<file path="config.mk">
export PLATFORM = sky130hd
export DESIGN_NAME = full_subtractor_reg
export DESIGN_NICKNAME = d
export VERILOG_FILES = /design/src/rtl/full_sub_pkg.sv /design/src/rtl/full_subtractor_cell.sv /design/src/rtl/full_subtractor_reg.sv
export SDC_FILE = /design/constraint.sdc
export NUM_CORES = 1
export LEC_CHECK = 0
export ABC_AREA = 1
export CAP_MARGIN = 20
export CORE_AREA = 2 2 39 41
export DETAILED_ROUTE_END_ITERATION = 6
export DIE_AREA = 0 0 41 43
export GPL_ROUTABILITY_DRIVEN = 1
export PLACE_DENSITY = 0.41
export SLEW_MARGIN = 20
export SYNTH_ARGS = -nofsm -noshare
export SYNTH_HDL_FRONTEND = slang
export SYNTH_SLANG_ARGS = --single-unit
</file>
<file path="constraint.sdc">
create_clock -name clk -period 2.4 [get_ports clk]
set_input_delay 0.48 -clock clk [delete_from_list [all_inputs] [get_ports clk]]
set_output_delay 0.48 -clock clk [all_outputs]
set_load 0.005 [all_outputs]
</file>
<file path="src/rtl/full_sub_pkg.sv">
// Shared constants and the golden {borrow,diff} reference for the registered full subtractor.
package full_sub_pkg;

  localparam int FS_DEFAULT_WIDTH = 1;
  localparam int FS_MAX_WIDTH     = 32;

  // Result layout: diff in the low `width` bits, borrow in bit FS_MAX_WIDTH.
  function automatic logic [FS_MAX_WIDTH:0] fs_ref(
    input logic [FS_MAX_WIDTH-1:0] a,
    input logic [FS_MAX_WIDTH-1:0] b,
    input logic                    c,
    input int                      width
  );
    logic [FS_MAX_WIDTH-1:0] mask;
    logic [FS_MAX_WIDTH:0]   full;
    mask = {FS_MAX_WIDTH{1'b1}} >> (FS_MAX_WIDTH - width);
    full = {1'b0, a & mask} - {1'b0, b & mask} - {{FS_MAX_WIDTH{1'b0}}, c};
    return {full[FS_MAX_WIDTH], full[FS_MAX_WIDTH-1:0] & mask};
  endfunction

endpackage

</file>
<file path="src/rtl/full_subtractor_cell.sv">
// Combinational 1-bit full subtractor stage: d = a - b - bin, bout = borrow to the next bit.
module full_subtractor_cell (
  input  logic a,
  input  logic b,
  input  logic bin,
  output logic d,
  output logic bout
);

  assign d    = a ^ b ^ bin;
  assign bout = (~a & b) | (~a & bin) | (b & bin);

endmodule

</file>
<file path="src/rtl/full_subtractor_reg.sv">
// Registered WIDTH-bit ripple-borrow subtractor computing a - b - c with one cycle of latency.
// Optional macro FULL_SUB_OVERFLOW_EN adds the registered signed-overflow output ovf.
module full_subtractor_reg
  import full_sub_pkg::*;
#(
  parameter int WIDTH = FS_DEFAULT_WIDTH
) (
  input  logic             clk,
  input  logic             rst_n,
  input  logic             in_valid,
  input  logic [WIDTH-1:0] a,
  input  logic [WIDTH-1:0] b,
  input  logic             c,
  output logic             out_valid,
  output logic [WIDTH-1:0] diff,
  output logic             borrow
`ifdef FULL_SUB_OVERFLOW_EN
  ,
  output logic             ovf
`endif
);

  logic [WIDTH:0]   br;
  logic [WIDTH-1:0] d;

  assign br[0] = c;

  for (genvar i = 0; i < WIDTH; i++) begin : g_cell
    full_subtractor_cell u_cell (
      .a   (a[i]),
      .b   (b[i]),
      .bin (br[i]),
      .d   (d[i]),
      .bout(br[i+1])
    );
  end

  // Operands are only sampled under in_valid, so X on idle inputs never reaches the outputs.
  always_ff @(posedge clk) begin
    if (!rst_n) begin
      out_valid <= 1'b0;
      diff      <= '0;
      borrow    <= 1'b0;
    end else begin
      out_valid <= in_valid;
      if (in_valid) begin
        diff   <= d;
        borrow <= br[WIDTH];
      end
    end
  end

`ifdef FULL_SUB_OVERFLOW_EN
  always_ff @(posedge clk) begin
    if (!rst_n) begin
      ovf <= 1'b0;
    end else if (in_valid) begin
      ovf <= br[WIDTH] ^ br[WIDTH-1];
    end
  end
`endif

endmodule

</file>
==> results of run 1 <==
-- sequential cells by signal (all words and copies together) (netlist names) --
register and flops:
borrow 1, out_valid 1, diff 1
-- cells by family (layout without fill, tap and decap cells) --
kind of cell               count (synthesis)  after routing  synth area share, %
adders and majority gates                  1              1                 16.0
DFF                                        3              3                 48.0
buffers and inverters                      3             15                 9.00
and+or+nand+nor                            9              9                 27.0
-- report_power, final --
| group | switching, mW | total, mW | internal, mW |
|---|---|---|---|
| logic | 0.00881 | 0.0257 | 0.0169 |
| registers | 0.00147 | 0.0553 | 0.0538 |
| clock network | 0.0266 | 0.0889 | 0.0623 |
| total | 0.0369 | 0.170 | 0.133 |
-- path summary, 6_finish.rpt --
kind	from	slack, ns	endpoint
max	borrow	0.86	borrow
min reg2reg	borrow	0.47	borrow
min	borrow	0.47	borrow
max reg2reg	diff	1.85	diff
-- cells in the final DEF (no fill, tap or decap) --
| master | n |
|---|---|
| clkbuf_4 | 3 |
| clkbuf_1 | 1 |
| fa_1 | 1 |
| nand2_1 | 5 |
| inv_1 | 3 |
| dfxtp_1 | 3 |
| nor2_1 | 4 |
| clkdlybuf4s50_1 | 8 |
-- metrics by stage --
stage	cells	setup WS, ns	power (mW)
6_report	44	0.861	0.170
5_1_grt	44	0.819	0.186
4_1_cts	44	0.840	0.176
3_5_place_dp	40	0.629	0.0823
3_3_place_gp	40	0.630	0.0817
2_1_floorplan	16	1.13	0.0640
-- final cells by class --
type / count / area, um^2 / share of cell area, %
flip-flops and latches: 3 / 60.1 / 23.9
repair buffers: 8 / 80.1 / 31.8
multi-input cells: 10 / 53.8 / 21.4
well taps: 16 / 20.0 / 7.96
clock buffers: 4 / 26.3 / 10.4
inverters: 3 / 11.3 / 4.48
-- layer usage --
| metal | up-vias | wire, um |
|---|---|---|
| met3 | 0 | 38 |
| met2 | 7 | 116 |
| li1 | 70 | - |
| met1 | 48 | 119 |
| met4 | 0 | 0 |
| met5 | - | 0 |
==> results.md, run 1 <==
* Crit-path cells: clkdlybuf4s50_1
* Global-route wire length before repair at 393 um
* Async set or reset register ratio after synthesis at 0%
* Resized cells post-CTS at 0
* Worst clock skew at 0 ns
* Synth cell count leaders: nand2_1 (5), nor2_1 (4), dfxtp_1 (3), inv_1 (3), fa_1 (1)
* Fin crit period at 1.54 ns
* Cell depth of the worst flop-to-flop path at 2
* YS warnings at 0
* Max-cap viol count at 0
* Fin crit share at 64.1%
* Boundary Pins at 9
* Core area at 1380 um^2
* IO buf count at 8
* Setup-failing EPs final at 0
* Grt peak-use layer: met4
* Worst Hold Class: reg2reg
* Critical Path End Type: output port
* Antenna viol nets, final at 0
* Filler cell count at 167
* Area share of the largest cell type after synthesis at 48.0%
* Syn_nets at 23
* DIE AREA at 1760 um^2
* Cell family with the largest share of critical-path delay: buffers and inverters
* GRT Total Usage at 4.32%
* Gr ovfl total at 0
* Max Freq at 650 MHz
* Met2 Usage GRT at 3.13%
* Worst-Skew Late Latency at 0.23 ns
* CP Launch Type: flip-flop
* First-pass DRT Iterations at 5
* Largest area contributor in the netlist: dfxtp_1
* WL per Instance at 6.23 um
* Largest net degree at the start of global routing at 6
* Final Cell Area at 251 um^2
* Yosys cell types at 5
* Status: complete, no violations
* Cell Rows at 14
* Placed cell area at 225 um^2
* Worst-case hold slack at 0.474 ns
* Hold depth at 2
* H-Tree Depth at 1
* Synth top area cells: dfxtp_1 (48%), fa_1 (16%), nand2_1 (15%)
* Post-synth EDFFs at 0
* HPWL Detailed at 202 um
* Cells after Synth at 16
* CTS tree: built
* PD cells at 675 nW/um^2
* Num Clock Sinks at 3
* Max-slew violation count at 0
* Ys flop type: dfxtp_1
* RSZ-0062 raised after global routing: no
* Final Hold Vio Count at 0
* Worst Path Buf+Inv at 1
* Fin util at 18.2%
* Critical Path Fanout Max at 2
* WL final at 274 um
* Nets at 36
* Num CTS Buffers at 3
* Pleak at 0.117 nW
* Fin Setup TNS at 0 ns
* Worst path max stage delay at 0.50 ns
* Remaining DRCs at 0
* Slew headroom at 87.9%
* Share of layout cells above drive strength 1 at 10.7%
* Clk root buf: clkbuf_4
* Met1 Track Usage GR at 3.86%
* Avg Cell Area, Syn at 7.82 um^2
* Setup bufs post-CTS at 0
* Clk slew on worst S/H paths at 0.04 ns
* Antenna violations before repair at 0
* Ant diodes at 0
* Starting DRT DRC Count at 5
* Via Count at 125
* Vias in the first global route at 93
* Worst path depth at 1
* Critical path data arrival time at 1.06 ns
* Worst-Margin Slew at 0.181 ns
* Max Root-Sink Buffers at 2
* Met3 Use GR at 4.71%
* Starting density of the core at 9.04%
* Post-Syn Area at 125 um^2
* Worst IR Drop VDD at 0.0919 mV
* Post-CTS Hold Buffers at 0
* Die H at 43 um
* Area Overhead vs Synth at 101%
* GPL Wtd Cong at 0.533
* Chip Width at 41 um
* Vias/cell at 2.84
* FF+latch count, synth at 3
* Top-count cell post-synth: nand2_1
* Crit path max-delay cell type: clkdlybuf4s50_1
* CP Class: reg2out
* Post-synthesis sequential area ratio at 48.0%
* Data required time of the worst path at 1.92 ns
(Power assumes the default switching activity.)
==> run 2, diff against run 1 <==
==> constraint.sdc (replaced) <==
create_clock -name clk -period 1.45 [get_ports clk]
set_input_delay 0.29 -clock clk [delete_from_list [all_inputs] [get_ports clk]]
set_output_delay 0.29 -clock clk [all_outputs]
set_load 0.005 [all_outputs]
==> results.md, run 2 (synthesis gave the netlist of run 1 again) <==
* Worst-case hold slack at 0.473 ns (-0.000649 ns)
* Ant diodes at 0 (unchanged)
* GPL Wtd Cong at 0.533 (about the same)
* Core area at 1380 um^2 (unchanged)
* Cell family with the largest share of critical-path delay: buffers and inverters
* CP Launch Type: flip-flop
* HPWL Detailed at 212 um (+5.3%)
* Vias in the first global route at 117 (+26%)
* Max Freq at 741 MHz
* Boundary Pins at 9 (unchanged)
* DIE AREA at 1760 um^2 (unchanged)
* PD cells at 1110 nW/um^2 (+64%)
* Largest net degree at the start of global routing at 6 (unchanged)
* Max-cap viol count at 0 (unchanged)
* Worst Path Buf+Inv at 1 (unchanged)
* Most frequent cells in the layout: clkdlybuf4s50_1 (8), nand2_1 (5), nor2_1 (4)
* Share of layout cells above drive strength 1 at 10.7% (unchanged)
* Antenna violations before repair at 0 (unchanged)
* Global-route wire length before repair at 441 um (+12%)
* Worst path max stage delay at 0.50 ns (about the same)
* Starting density of the core at 9.04% (unchanged)
* Worst-Skew Late Latency at 0.23 ns (about the same)
* Num Clock Sinks at 3 (unchanged)
* Fin crit period at 1.35 ns
* Antenna viol nets, final at 0 (unchanged)
* Max-slew violation count at 0 (unchanged)
* Remaining DRCs at 0 (unchanged)
* Leading cell type in the layout, fill and taps excluded: clkdlybuf4s50_1
* Max Root-Sink Buffers at 2 (unchanged)
* Via Count at 124 (-0.80%)
* First-pass DRT Iterations at 1 (-4)
* Critical Path End Type: output port
* WL final at 273 um (-0.36%)
* Biggest regs: borrow (1), diff (1), out_valid (1)
* Critical path data arrival time at 1.06 ns (about the same)
* Filler cell count at 163 (-2.4%)
* Post-CTS Hold Buffers at 0 (unchanged)
* Pleak at 0.117 nW (unchanged)
* Crit-path cells: clkdlybuf4s50_1
* GRT Total Usage at 4.51% (+0.20 points)
* Critical Path Fanout Max at 2 (unchanged)
* Setup bufs post-CTS at 0 (unchanged)
* CTS tree: built
* Resized cells post-CTS at 0 (unchanged)
* Slew headroom at 88.3% (+0.42 points)
* Chip Width at 41 um (unchanged)
* Clk slew on worst S/H paths at 0.04 ns (about the same)
* Starting DRT DRC Count at 0 (-5)
* Worst Hold Class: reg2reg
* Setup-failing EPs final at 0 (unchanged)
* IO buf count at 8 (unchanged)
* Status: complete, no violations
* Worst-Margin Slew at 0.174 ns (-0.00631 ns)
* Area Overhead vs Synth at 101% (unchanged)
* Clk root buf: clkbuf_4
* Vias/cell at 2.82 (-0.80%)
* Worst IR Drop VDD at 0.208 mV (+130%)
* Worst clock skew at 0 ns (unchanged)
* Total power at 0.279 mW (+64%)
* Data required time of the worst path at 1.16 ns (-0.76 ns)
* Crit path max-delay cell type: clkdlybuf4s50_1
* Die H at 43 um (unchanged)
* Fin crit share at 93.0%
* H-Tree Depth at 1 (unchanged)
* Num CTS Buffers at 3 (unchanged)
* Cell Rows at 14 (unchanged)
* Gr ovfl total at 0 (unchanged)
* Nets at 36 (unchanged)
* Final Hold Vio Count at 0 (unchanged)
* RSZ-0062 raised after global routing: no
* WL per Instance at 6.20 um (-0.36%)
* CP Class: reg2out
run 2: worst paths after layout:
path,slack [ns],from,to,cells past startpoint
worst min register to register,0.47,borrow,borrow,2
worst max-delay path,0.10,borrow,borrow,1
worst max register to register,0.90,diff,diff,2
worst min-delay path,0.47,borrow,borrow,2
run 2: report_power, final:
group | switching, mW | internal (mW) | total [mW]
Clock | 0.0423 | 0.103 | 0.145
Sequential | 0.00243 | 0.0891 | 0.0915
Combinational | 0.0145 | 0.0280 | 0.0425
run 2: worst register-to-register path, cell delays in order (launching register included):
cell and delay, ns:
dfxtp_1 0.30, nor2_1 0.09, nor2_1 0.05
run 2: layer usage:
metal  track usage [%]  vias up  wire [um]
met4              8.00        0          0
met3              3.14        0         43
met1              4.49       48        110
met5                 0        -          0
li1                  -       69          -
met2              4.06        7        119
run 2: final cells by class:
type	count	area, um^2	area share, %
clock buffer	4	26.3	10.4
inverter	3	11.3	4.48
multi-input combinational	10	53.8	21.4
sequential	3	60.1	23.9
tap	16	20.0	7.96
timing repair buffer	8	80.1	31.8
run 2: stage by stage:
stage	util [%]	std cells	setup WS [ns]	instance area, um^2	setup TNS (ns)
after floorplan	-	16	0.373	125	0
after global placement	16.3	40	-0.133	225	-0.193
after detailed placement	16.3	40	-0.145	225	-0.217
after CTS	18.2	44	0.0831	251	0
after global routing	18.2	44	0.0454	251	0
final	18.2	44	0.101	251	0
